File: src/rtl/scytale_encryption_if.sv
// Handshake bundle for the scytale encryptor: plaintext in, ciphertext out.
// The master drives plaintext and keys; the slave (encryptor) drives the result.
interface scytale_encryption_if #(
    parameter int D_WIDTH   = 8,
    parameter int KEY_WIDTH = 8
);
    logic [D_WIDTH-1:0]   data_i;
    logic                 valid_i;
    logic [KEY_WIDTH-1:0] key_N;
    logic [KEY_WIDTH-1:0] key_M;
    logic [D_WIDTH-1:0]   data_o;
    logic                 valid_o;
    logic                 busy;

    modport master (
        output data_i, valid_i, key_N, key_M,
        input  data_o, valid_o, busy
    );

    modport slave (
        input  data_i, valid_i, key_N, key_M,
        output data_o, valid_o, busy
    );
endinterface

File: src/rtl/scytale_encryption.sv
// Scytale transposition: collects a row-major message until the token,
// then emits it column-major over a key_M x key_N matrix, zero-padded.
module scytale_encryption #(
    parameter int                 D_WIDTH                = 8,
    parameter int                 KEY_WIDTH              = 8,
    parameter int                 MAX_NOF_CHARS          = 50,
    parameter logic [D_WIDTH-1:0] START_ENCRYPTION_TOKEN = D_WIDTH'(8'hFA)
) (
    input  logic                clk,
    input  logic                rst,
    scytale_encryption_if.slave bus
);
    localparam int IW = 2 * KEY_WIDTH;
    localparam int LW = $clog2(MAX_NOF_CHARS + 1);
    localparam int AW = $clog2(MAX_NOF_CHARS);

    localparam logic [0:0] ST_IDLE = 1'b0;
    localparam logic [0:0] ST_EMIT = 1'b1;

    logic [0:0]           r_state;
    logic [D_WIDTH-1:0]   r_buf [MAX_NOF_CHARS];
    logic [LW-1:0]        r_len;
    logic [KEY_WIDTH-1:0] r_row;
    logic [KEY_WIDTH-1:0] r_col;
    logic [KEY_WIDTH-1:0] r_key_n;
    logic [KEY_WIDTH-1:0] r_key_m;
    logic [IW-1:0]        r_total;
    logic [IW-1:0]        r_cnt;
    logic [D_WIDTH-1:0]   r_data_o;
    logic                 r_valid_o;
    logic                 r_busy;

    logic                 w_tok_hit;
    logic                 w_char_hit;
    logic                 w_store;
    logic [IW-1:0]        w_src;
    logic [AW-1:0]        w_addr;
    logic                 w_pad;
    logic                 w_last_row;
    logic                 w_done;
    logic [IW-1:0]        w_total_in;

    assign w_tok_hit  = bus.valid_i && (bus.data_i == START_ENCRYPTION_TOKEN);
    assign w_char_hit = bus.valid_i && (bus.data_i != START_ENCRYPTION_TOKEN);
    assign w_store    = (r_state == ST_IDLE) && w_char_hit && (r_len < LW'(MAX_NOF_CHARS)) && !rst;
    assign w_total_in = IW'(bus.key_N) * IW'(bus.key_M);

    // Column-major walk: (r, c) counters replace k mod M / k div M.
    assign w_src      = IW'(r_row) * IW'(r_key_n) + IW'(r_col);
    assign w_addr     = AW'(w_src);
    assign w_pad      = (w_src >= IW'(r_len));
    assign w_last_row = (r_row == r_key_m - KEY_WIDTH'(1));
    assign w_done     = (r_cnt == r_total);

    always_ff @(posedge clk) begin
        if (w_store) r_buf[AW'(r_len)] <= bus.data_i;
    end

    always_ff @(posedge clk or posedge rst) begin
        if (rst) begin
            r_state   <= ST_IDLE;
            r_len     <= '0;
            r_row     <= '0;
            r_col     <= '0;
            r_key_n   <= '0;
            r_key_m   <= '0;
            r_total   <= '0;
            r_cnt     <= '0;
            r_data_o  <= '0;
            r_valid_o <= 1'b0;
            r_busy    <= 1'b0;
        end else begin
            case (r_state)
                ST_IDLE: begin
                    r_valid_o <= 1'b0;
                    r_data_o  <= '0;
                    if (w_tok_hit) begin
                        r_key_n <= bus.key_N;
                        r_key_m <= bus.key_M;
                        r_total <= w_total_in;
                        r_cnt   <= '0;
                        r_row   <= '0;
                        r_col   <= '0;
                        r_busy  <= 1'b1;
                        r_state <= ST_EMIT;
                    end else if (w_store) begin
                        r_len <= r_len + LW'(1);
                    end
                end
                default: begin
                    if (w_done) begin
                        r_valid_o <= 1'b0;
                        r_data_o  <= '0;
                        r_busy    <= 1'b0;
                        r_len     <= '0;
                        r_state   <= ST_IDLE;
                    end else begin
                        r_valid_o <= 1'b1;
                        r_data_o  <= w_pad ? '0 : r_buf[w_addr];
                        r_cnt     <= r_cnt + IW'(1);
                        if (w_last_row) begin
                            r_row <= '0;
                            r_col <= r_col + KEY_WIDTH'(1);
                        end else begin
                            r_row <= r_row + KEY_WIDTH'(1);
                        end
                    end
                end
            endcase
        end
    end

    assign bus.data_o  = r_data_o;
    assign bus.valid_o = r_valid_o;
    assign bus.busy    = r_busy;
endmodule

File: src/flat_wrapper.sv
// flat-port wrapper written by rule: the top's interface ports become plain ports
module scytale_encryption_flat 
#(
    parameter int                 D_WIDTH                = 8,
    parameter int                 KEY_WIDTH              = 8,
    parameter int                 MAX_NOF_CHARS          = 50,
    parameter logic [D_WIDTH-1:0] START_ENCRYPTION_TOKEN = D_WIDTH'(8'hFA)
)
  (clk, rst, bus_data_i, bus_valid_i, bus_key_N, bus_key_M, bus_data_o, bus_valid_o, bus_busy);
  scytale_encryption_if #(.D_WIDTH(D_WIDTH), .KEY_WIDTH(KEY_WIDTH)) bus_i ();
  input  logic clk;
  input  logic rst;
  input wire logic [$bits(bus_i.data_i)-1:0] bus_data_i;
  input wire logic [$bits(bus_i.valid_i)-1:0] bus_valid_i;
  input wire logic [$bits(bus_i.key_N)-1:0] bus_key_N;
  input wire logic [$bits(bus_i.key_M)-1:0] bus_key_M;
  output wire logic [$bits(bus_i.data_o)-1:0] bus_data_o;
  output wire logic [$bits(bus_i.valid_o)-1:0] bus_valid_o;
  output wire logic [$bits(bus_i.busy)-1:0] bus_busy;
  assign bus_i.data_i = bus_data_i;
  assign bus_i.valid_i = bus_valid_i;
  assign bus_i.key_N = bus_key_N;
  assign bus_i.key_M = bus_key_M;
  assign bus_data_o = bus_i.data_o;
  assign bus_valid_o = bus_i.valid_o;
  assign bus_busy = bus_i.busy;
  scytale_encryption #(.D_WIDTH(D_WIDTH), .KEY_WIDTH(KEY_WIDTH), .MAX_NOF_CHARS(MAX_NOF_CHARS), .START_ENCRYPTION_TOKEN(START_ENCRYPTION_TOKEN)) u_core (.clk(clk), .rst(rst), .bus(bus_i));
endmodule
File: config.mk
export PLATFORM = sky130hd
export DESIGN_NAME = scytale_encryption_flat
export DESIGN_NICKNAME = d
export VERILOG_FILES = /design/src/rtl/scytale_encryption_if.sv /design/src/rtl/scytale_encryption.sv /design/src/flat_wrapper.sv
export SDC_FILE = /design/constraint.sdc
export NUM_CORES = 1
export LEC_CHECK = 0
export ABC_AREA = 1
export CAP_MARGIN = 15
export CORE_UTILIZATION = 34
export CTS_CLUSTER_DIAMETER = 120
export DETAILED_ROUTE_END_ITERATION = 12
export PLACE_DENSITY = 0.49
export SLEW_MARGIN = 20
export SYNTH_ARGS = -nofsm -noshare
export SYNTH_HDL_FRONTEND = slang
export SYNTH_SLANG_ARGS = --single-unit
File: constraint.sdc
create_clock -name clk -period 7.8 [get_ports clk]
set_clock_uncertainty 0.2 [all_clocks]
set_input_delay 0.78 -clock clk [delete_from_list [all_inputs] [get_ports clk]]
set_output_delay 0.78 -clock clk [all_outputs]
set_load 0.005 [all_outputs]
==> results of run 1 <==
[synth_stat cells (all sizes together), types with 6 or more instances]
| library cell | n | area share [%] |
|---|---|---|
| nand2 | 772 | 11 |
| xnor2 | 9 | 0.30 |
| o21ai | 102 | 2.0 |
| edfxtp | 400 | 46 |
| o211ai | 6 | 0.17 |
| a21oi | 34 | 0.67 |
| buf | 76 | 1.7 |
| dfrtp | 81 | 7.8 |
| fa | 80 | 6.2 |
| or2 | 54 | 1.3 |
| inv | 368 | 5.3 |
| ha | 83 | 4.0 |
| nor3 | 12 | 0.23 |
| nand4 | 20 | 0.60 |
| clkbuf | 56 | 0.81 |
| xor2 | 42 | 1.4 |
| nand3 | 345 | 6.7 |
| nand3b | 9 | 0.26 |
| nor2 | 169 | 2.5 |
[flip-flops by register name, summed over array words and instances (netlist names)]
name                flops
u_core.r_buf          400
u_core.r_cnt           16
u_core.r_total         16
u_core.bus.data_o       8
u_core.r_col            8
u_core.r_key_m          8
u_core.r_key_n          8
u_core.r_row            8
u_core.r_len            6
u_core.bus.busy         1
u_core.bus.valid_o      1
u_core.r_state          1
[worst max-delay path, delay by kind of cell, from the launching register on]
kind	cells	cell delay, ns
and+or+nand+nor	9	0.94
buffers and inverters	6	0.73
adders and majority gates	7	3.14
DFF	1	0.67
[where the power goes]
| group | switching (mW) | internal (mW) |
|---|---|---|
| logic | 1.55 | 0.748 |
| registers | 0.107 | 2.83 |
| clock network | 1.04 | 1.41 |
| total | 2.70 | 4.99 |
[cells in the final DEF, fill, tap and decap left out, types with 3 or more instances in the layout]
cell,instances
a21oi_1,33
buf_2,8
buf_4,21
bufinv_16,4
clkbuf_1,13
clkbuf_16,54
clkdlybuf4s50_1,28
clkinv_1,10
clkinv_2,14
dfrtp_1,81
edfxtp_1,400
fa_1,80
ha_1,81
inv_1,359
inv_2,7
nand2_1,765
nand2_2,4
nand2_4,3
nand3_1,342
nand3b_1,9
nand4_1,15
nand4_2,5
nor2_1,166
nor2_2,3
nor3_1,12
o211ai_1,6
o21ai_0,77
o21ai_1,25
or2_2,51
xnor2_1,9
xor2_1,42
[final timing paths]
path | startpoint | slack (ns) | end | depth (start not counted)
min in group asynchronous | rst | 0.41 | u_core.r_state | 2
worst max register to register | u_core.r_row[3] | 2.05 | u_core.bus.data_o[5] | 22
worst min register to register | u_core.bus.busy | 0.28 | u_core.bus.busy | 2
worst max-delay path | u_core.r_row[3] | 2.05 | u_core.bus.data_o[5] | 22
worst min-delay path | u_core.bus.busy | 0.28 | u_core.bus.busy | 2
max in group asynchronous | rst | 5.83 | u_core.r_row[4] | 3
[kinds of logic (layout without fill, tap and decap cells)]
logic type                 count (synthesis)  in the layout  share of synthesized area [%]
DFF                                      481            481                           54.0
AOI/OAI and AO/OA                        156            156                           3.21
and+or+nand+nor                         1386           1386                           23.0
buffers and inverters                    501            525                           7.89
xor gates and xnor gates                  51             51                           1.72
adders and majority gates                163            163                           10.2
[final cells by class]
type	count	area, um2
multi-input cells	1756	9920
clock buffers	67	1400
clock inverters	32	292
repair buffers	57	478
flip-flops and latches	481	14000
fillers	7646	47100
well taps	978	1220
inverters	369	1390
[per-stage QoR]
stage / cell area, um2 / power (mW) / hold WS, ns / util [%] / setup WS, ns
final: 28700 / 7.69 / 0.276 / 37.9 / 2.05
after global placement: 27100 / 5.29 / 0.260 / 35.7 / 2.17
after CTS: 28700 / 7.79 / 0.261 / 37.9 / 1.97
after detailed placement: 27100 / 5.32 / 0.266 / 35.7 / 2.01
after floorplan: 26000 / 4.64 / 0.261 / - / 2.99
after global routing: 28700 / 8.16 / 0.257 / 37.9 / 1.45
[metal layers]
layer | up-vias | GRT usage, %
met5 | - | 0
met4 | 0 | 5.68
met3 | 103 | 2.06
met2 | 379 | 28.2
met1 | 8814 | 23.6
li1 | 8845 | -
==> metrics.csv, run 1 <==
metric,value,unit
P_leak,12.6,nW
final period utilization,73.7,%
CTS max path bufs,3,
count of cell types in the netlist,47,
Critical Path RT,8.12,ns
max cap viols,0,
Post-synth EDFFs,400,
type of the worst setup path,register to register,
slew margin rel.,26.4,%
syn_nets,2928,
most used cell along the critical path,inv_1,
TritonCTS Buffers,54,
Syn-to-layout area delta,10.6,%
CTS resizes,0,
die height,278,um
Antenna diodes,0,
Core ar.,75800,um2
minimum clock period,5.75,ns
Post-CTS Setup Bufs,0,
total routed wirelength,65700,um
Max rail drop VDD,0.308,mV
CP max stage cell,fa_1,
grt total ovfl,0,
Slew @ Worst Pin,1.10,ns
antenna violations before repair,1,
Post-route DRC,0,
Vias,18100,
Avg WL per Cell,17.6,um
vias in the first global route,18300,
uppermost routed layer,met4,
final setup violation count,0,
pwr dens,267,nW/um2
clk_lat worst skew,0.60,ns
DP Cell Count,3641,
outcome,"complete, no violations",
final std cells w/o fill,3740,
PortBufs,36,
post-synthesis sequential area ratio,54.0,%
post-DP HPWL,43400,um
"critical path fanouts, max",17,
drt via density,4.85,
pin count of the biggest net entering global routing,109,
ANT nets after route,0,
TritonRoute pass-1 iters,5,
die area,77500,um2
Starting Density,34.3,%
WL met1,30400,um
critical-path cell list,nand2_1 -> fa_1 -> inv_1 -> ha_1 -> ha_1 -> inv_1 -> fa_1 -> inv_1 -> ha_1 -> inv_1 -> fa_1 -> inv_1 -> ha_1 -> nand2_1 -> inv_1 -> nand2_1 -> nand2_1 -> nor2_1 -> nand3_1 -> nor2_1 -> nand2_1 -> nor2_1,
Rows,101,
Clock Root Buffer,clkbuf_16,
syn avg cell area,9.49,um2
"Slew Viols, Final",0,
clk sinks,481,
fin nets,2909,
Worst Setup End Kind,register,
cts hold-fix bufs,0,
synthesized area,26000,um2
Global Route Usage Sum,17.2,%
Worst setup SP type,register,
met3 WL,3000,um
I/O pin cnt,37,
met2 wire len,30300,um
fraction of registers with async set/reset,16.8,%
Yosys warnings,0,
unrepaired setup endpoints after global routing,false,
fmax,174,MHz
main flop type after synthesis,edfxtp_1,
share of layout cells above drive strength 1,6.84,%
DR iter-0 viols,1267,
gp weighted congestion,0.847,
Max stage delay on crit path,1.06,ns
TritonCTS clock tree,done,
Clock H-tree levels,2,
Clock Pin Slew Worst Setup and Hold Paths,0.06,ns
Crit path arrival time,6.08,ns
worst min-delay path class,register to register,
"FF+latch count, synth",481,
Die X,278,um
"Hold Vio Cnt, Final",0,
setup TNS,0,ns
Mapped Cells,2738,
first-pass GRT wire length,104000,um
(Power assumes the default switching activity.)
==> run 2: changes to the inputs <==
==> constraint.sdc (replaced) <==
create_clock -name clk -period 5.9 [get_ports clk]
set_clock_uncertainty 0.2 [all_clocks]
set_input_delay 0.59 -clock clk [delete_from_list [all_inputs] [get_ports clk]]
set_output_delay 0.59 -clock clk [all_outputs]
set_load 0.005 [all_outputs]
==> run 2 against run 1 <==
Effect of this change:
- fmax increased by 15%
- combinational power increased by 33%
- clock-buffer cell count is 14 higher
- worst hold slack improved by 0.0049 ns
- global-route usage barely moved
- total power rose by 35%
- sequential power is 32% higher
- design area up 0.54%
- highest routed layer unchanged
- cell count is 0.13% higher
- wire length increased by 0.57%
- worst setup slack worse by 1.2 ns
==> metrics.csv, run 2 (synthesis results as in run 1) <==
metric,value,unit,change
Max rail drop VDD,0.218,mV,-29%
die area,77500,um2,unchanged
final period utilization,84.9,%,+11 points
"critical path fanouts, max",15,,-2
worst hold stages,2,,unchanged
gp weighted congestion,0.866,,+2.2%
Largest Register,u_core.r_buf,,
Syn-to-layout area delta,11.2,%,
max cap viols,0,,unchanged
fmax,200,MHz,+15%
fin nets,2913,,+0.14%
grt total ovfl,0,,unchanged
post-route cell area,28900,um2,+0.54%
setup TNS,0,ns,unchanged
I/O pin cnt,37,,unchanged
PortBufs,36,,unchanged
CTS resizes,0,,unchanged
biggest registers after layout,"u_core.r_buf x400, u_core.r_cnt x16, u_core.r_total x16",,
Fillers,7574,,-0.94%
TritonCTS clock tree,done,,
worst flop-to-flop path endpoint,u_core.bus.data_o[3],,
most frequent cells in the layout,"765 x nand2_1, 400 x edfxtp_1, 360 x inv_1",,
hold path start,u_core.bus.busy,,
pwr dens,358,nW/um2,+34%
unrepaired setup endpoints after global routing,false,,
DP Cell Count,3645,,+0.11%
CTS max path bufs,3,,unchanged
P_leak,12.7,nW,+0.68%
WHS,0.281,ns,+0.00488 ns
Global Route Usage Sum,17.1,%,-0.050 points
reg-to-reg startpoint,u_core.r_row[3],,
Worst Setup End Kind,register,,
TritonRoute pass-1 iters,5,,unchanged
Avg WL per Cell,17.6,um,+0.43%
"Hold Vio Cnt, Final",0,,unchanged
overall power,10.3,mW,+35%
first-pass GRT wire length,103000,um,-0.54%
Rows,101,,unchanged
outcome,"complete, no violations",,
vias in the first global route,18200,,-0.58%
worst min-delay path class,register to register,,
Core ar.,75800,um2,unchanged
Worst R2R Path Depth,20,,-9.1%
ANT nets after route,0,,unchanged
Die X,278,um,unchanged
WL met1,30500,um,+0.41%
Slew @ Worst Pin,1.09,ns,-0.0139 ns
die height,278,um,unchanged
met2 wire len,30900,um,+1.8%
minimum clock period,5.01,ns,-0.741 ns
Post-CTS Setup Bufs,0,,unchanged
Critical Path RT,6.22,ns,-1.90 ns
Clock Pin Slew Worst Setup and Hold Paths,0.06,ns,about the same
met3 WL,3040,um,+1.3%
share of layout cells above drive strength 1,7.19,%,+0.35 points
TritonCTS Buffers,54,,unchanged
cts hold-fix bufs,0,,unchanged
Crit path arrival time,5.33,ns,-0.75 ns
DR iter-0 viols,1347,,+6.3%
Post-route DRC,0,,unchanged
Clock H-tree levels,2,,unchanged
WHS Endpoint,u_core.bus.busy,,
Clock Root Buffer,clkbuf_16,,
Vias,18000,,-0.62%
"commonest non-fill, non-tap cell in the layout",nand2_1,,
slew margin rel.,27.4,%,+0.92 points
uppermost routed layer,met4,,
pre-CTS setup slack,0.804,ns,-1.20 ns
post-DP HPWL,43000,um,-0.94%
"Slew Viols, Final",0,,unchanged
drt via density,4.81,,-0.76%
type of the worst setup path,register to register,,
clk_lat worst skew,0.61,ns,about the same
final worst setup slack,0.889,ns,-1.16 ns
final std cells w/o fill,3745,,+0.13%
reg2reg setup slack,0.89,ns,-1.16 ns
Layout Utilization,38.1,%,+0.20 points
Placed Area,27100,um2,+0.16%
Antenna diodes,0,,unchanged
Starting Density,34.3,%,unchanged
clk sinks,481,,unchanged
Largest register FFs,400,,unchanged
Worst setup SP type,register,,
final setup violation count,0,,unchanged
total routed wirelength,66000,um,+0.57%
pin count of the biggest net entering global routing,166,,+52%
antenna violations before repair,2,,+1
-- run 2: cell types whose count changed in the layout (fill, tap and decap cells not counted) --
cell	before	now
clkinv_4	0	1
buf_12	0	1
inv_1	359	360
inv_8	1	0
clkbuf_8	0	13
buf_4	21	24
clkinv_2	14	9
clkinv_16	1	0
clkinvlp_4	2	0
clkinv_8	0	2
clkbuf_16	54	55
inv_2	7	6
clkinv_1	10	4
bufinv_16	4	3
-- run 2: critical path, stage by stage, from the launching register on --
cell and delay, ns:
dfrtp_1 0.67, nand2_1 0.15, fa_1 0.53, inv_1 0.04, ha_1 0.27, ha_1 0.29
inv_1 0.06, fa_1 0.40, inv_1 0.07, ha_1 0.19, inv_1 0.08, fa_1 0.46
xnor2_1 0.30, ha_1 0.31, a21oi_1 0.15, nand2_1 0.07, nor2_1 0.10, nand3_1 0.07
nor2_1 0.08, nand2_1 0.25, nor2_1 0.19
-- run 2: power breakdown --
group,internal [mW],total (mW),switching [mW],leakage [nW]
combinational,0.997,3.07,2.07,7.14
sequential,3.74,3.89,0.146,4.64
clock,2.01,3.39,1.38,0.890
-- run 2: final cells by class --
| class | instances | area, um2 | share of cell area [%] |
|---|---|---|---|
| inverter | 369 | 1390 | 4.81 |
| timing repair buffer | 61 | 520 | 1.80 |
| clock inverter | 19 | 199 | 0.688 |
| multi-input combinational | 1756 | 9920 | 34.3 |
| tap | 978 | 1220 | 4.23 |
| sequential | 481 | 14000 | 48.6 |
| clock buffer | 81 | 1600 | 5.55 |
-- run 2: how the worst max path moves through the flow --
stage / start / endpoint / slack, ns
global placement: bus_key_M[2] / u_core.r_total[13] / 0.84
floorplan: u_core.r_row[3] / u_core.bus.data_o[0] / 1.09
detailed placement: bus_key_M[2] / u_core.r_total[13] / 0.80
CTS: u_core.r_row[3] / u_core.bus.data_o[3] / 0.85
global route: u_core.r_row[3] / u_core.bus.data_o[3] / 0.57
finish: u_core.r_row[3] / u_core.bus.data_o[3] / 0.89
-- run 2: layer usage --
metal  GRT usage (%)  up-vias
met5               0        -
met4            4.78        0
met3            2.53       94
met2            28.1      346
met1            23.6     8750
li1                -     8838
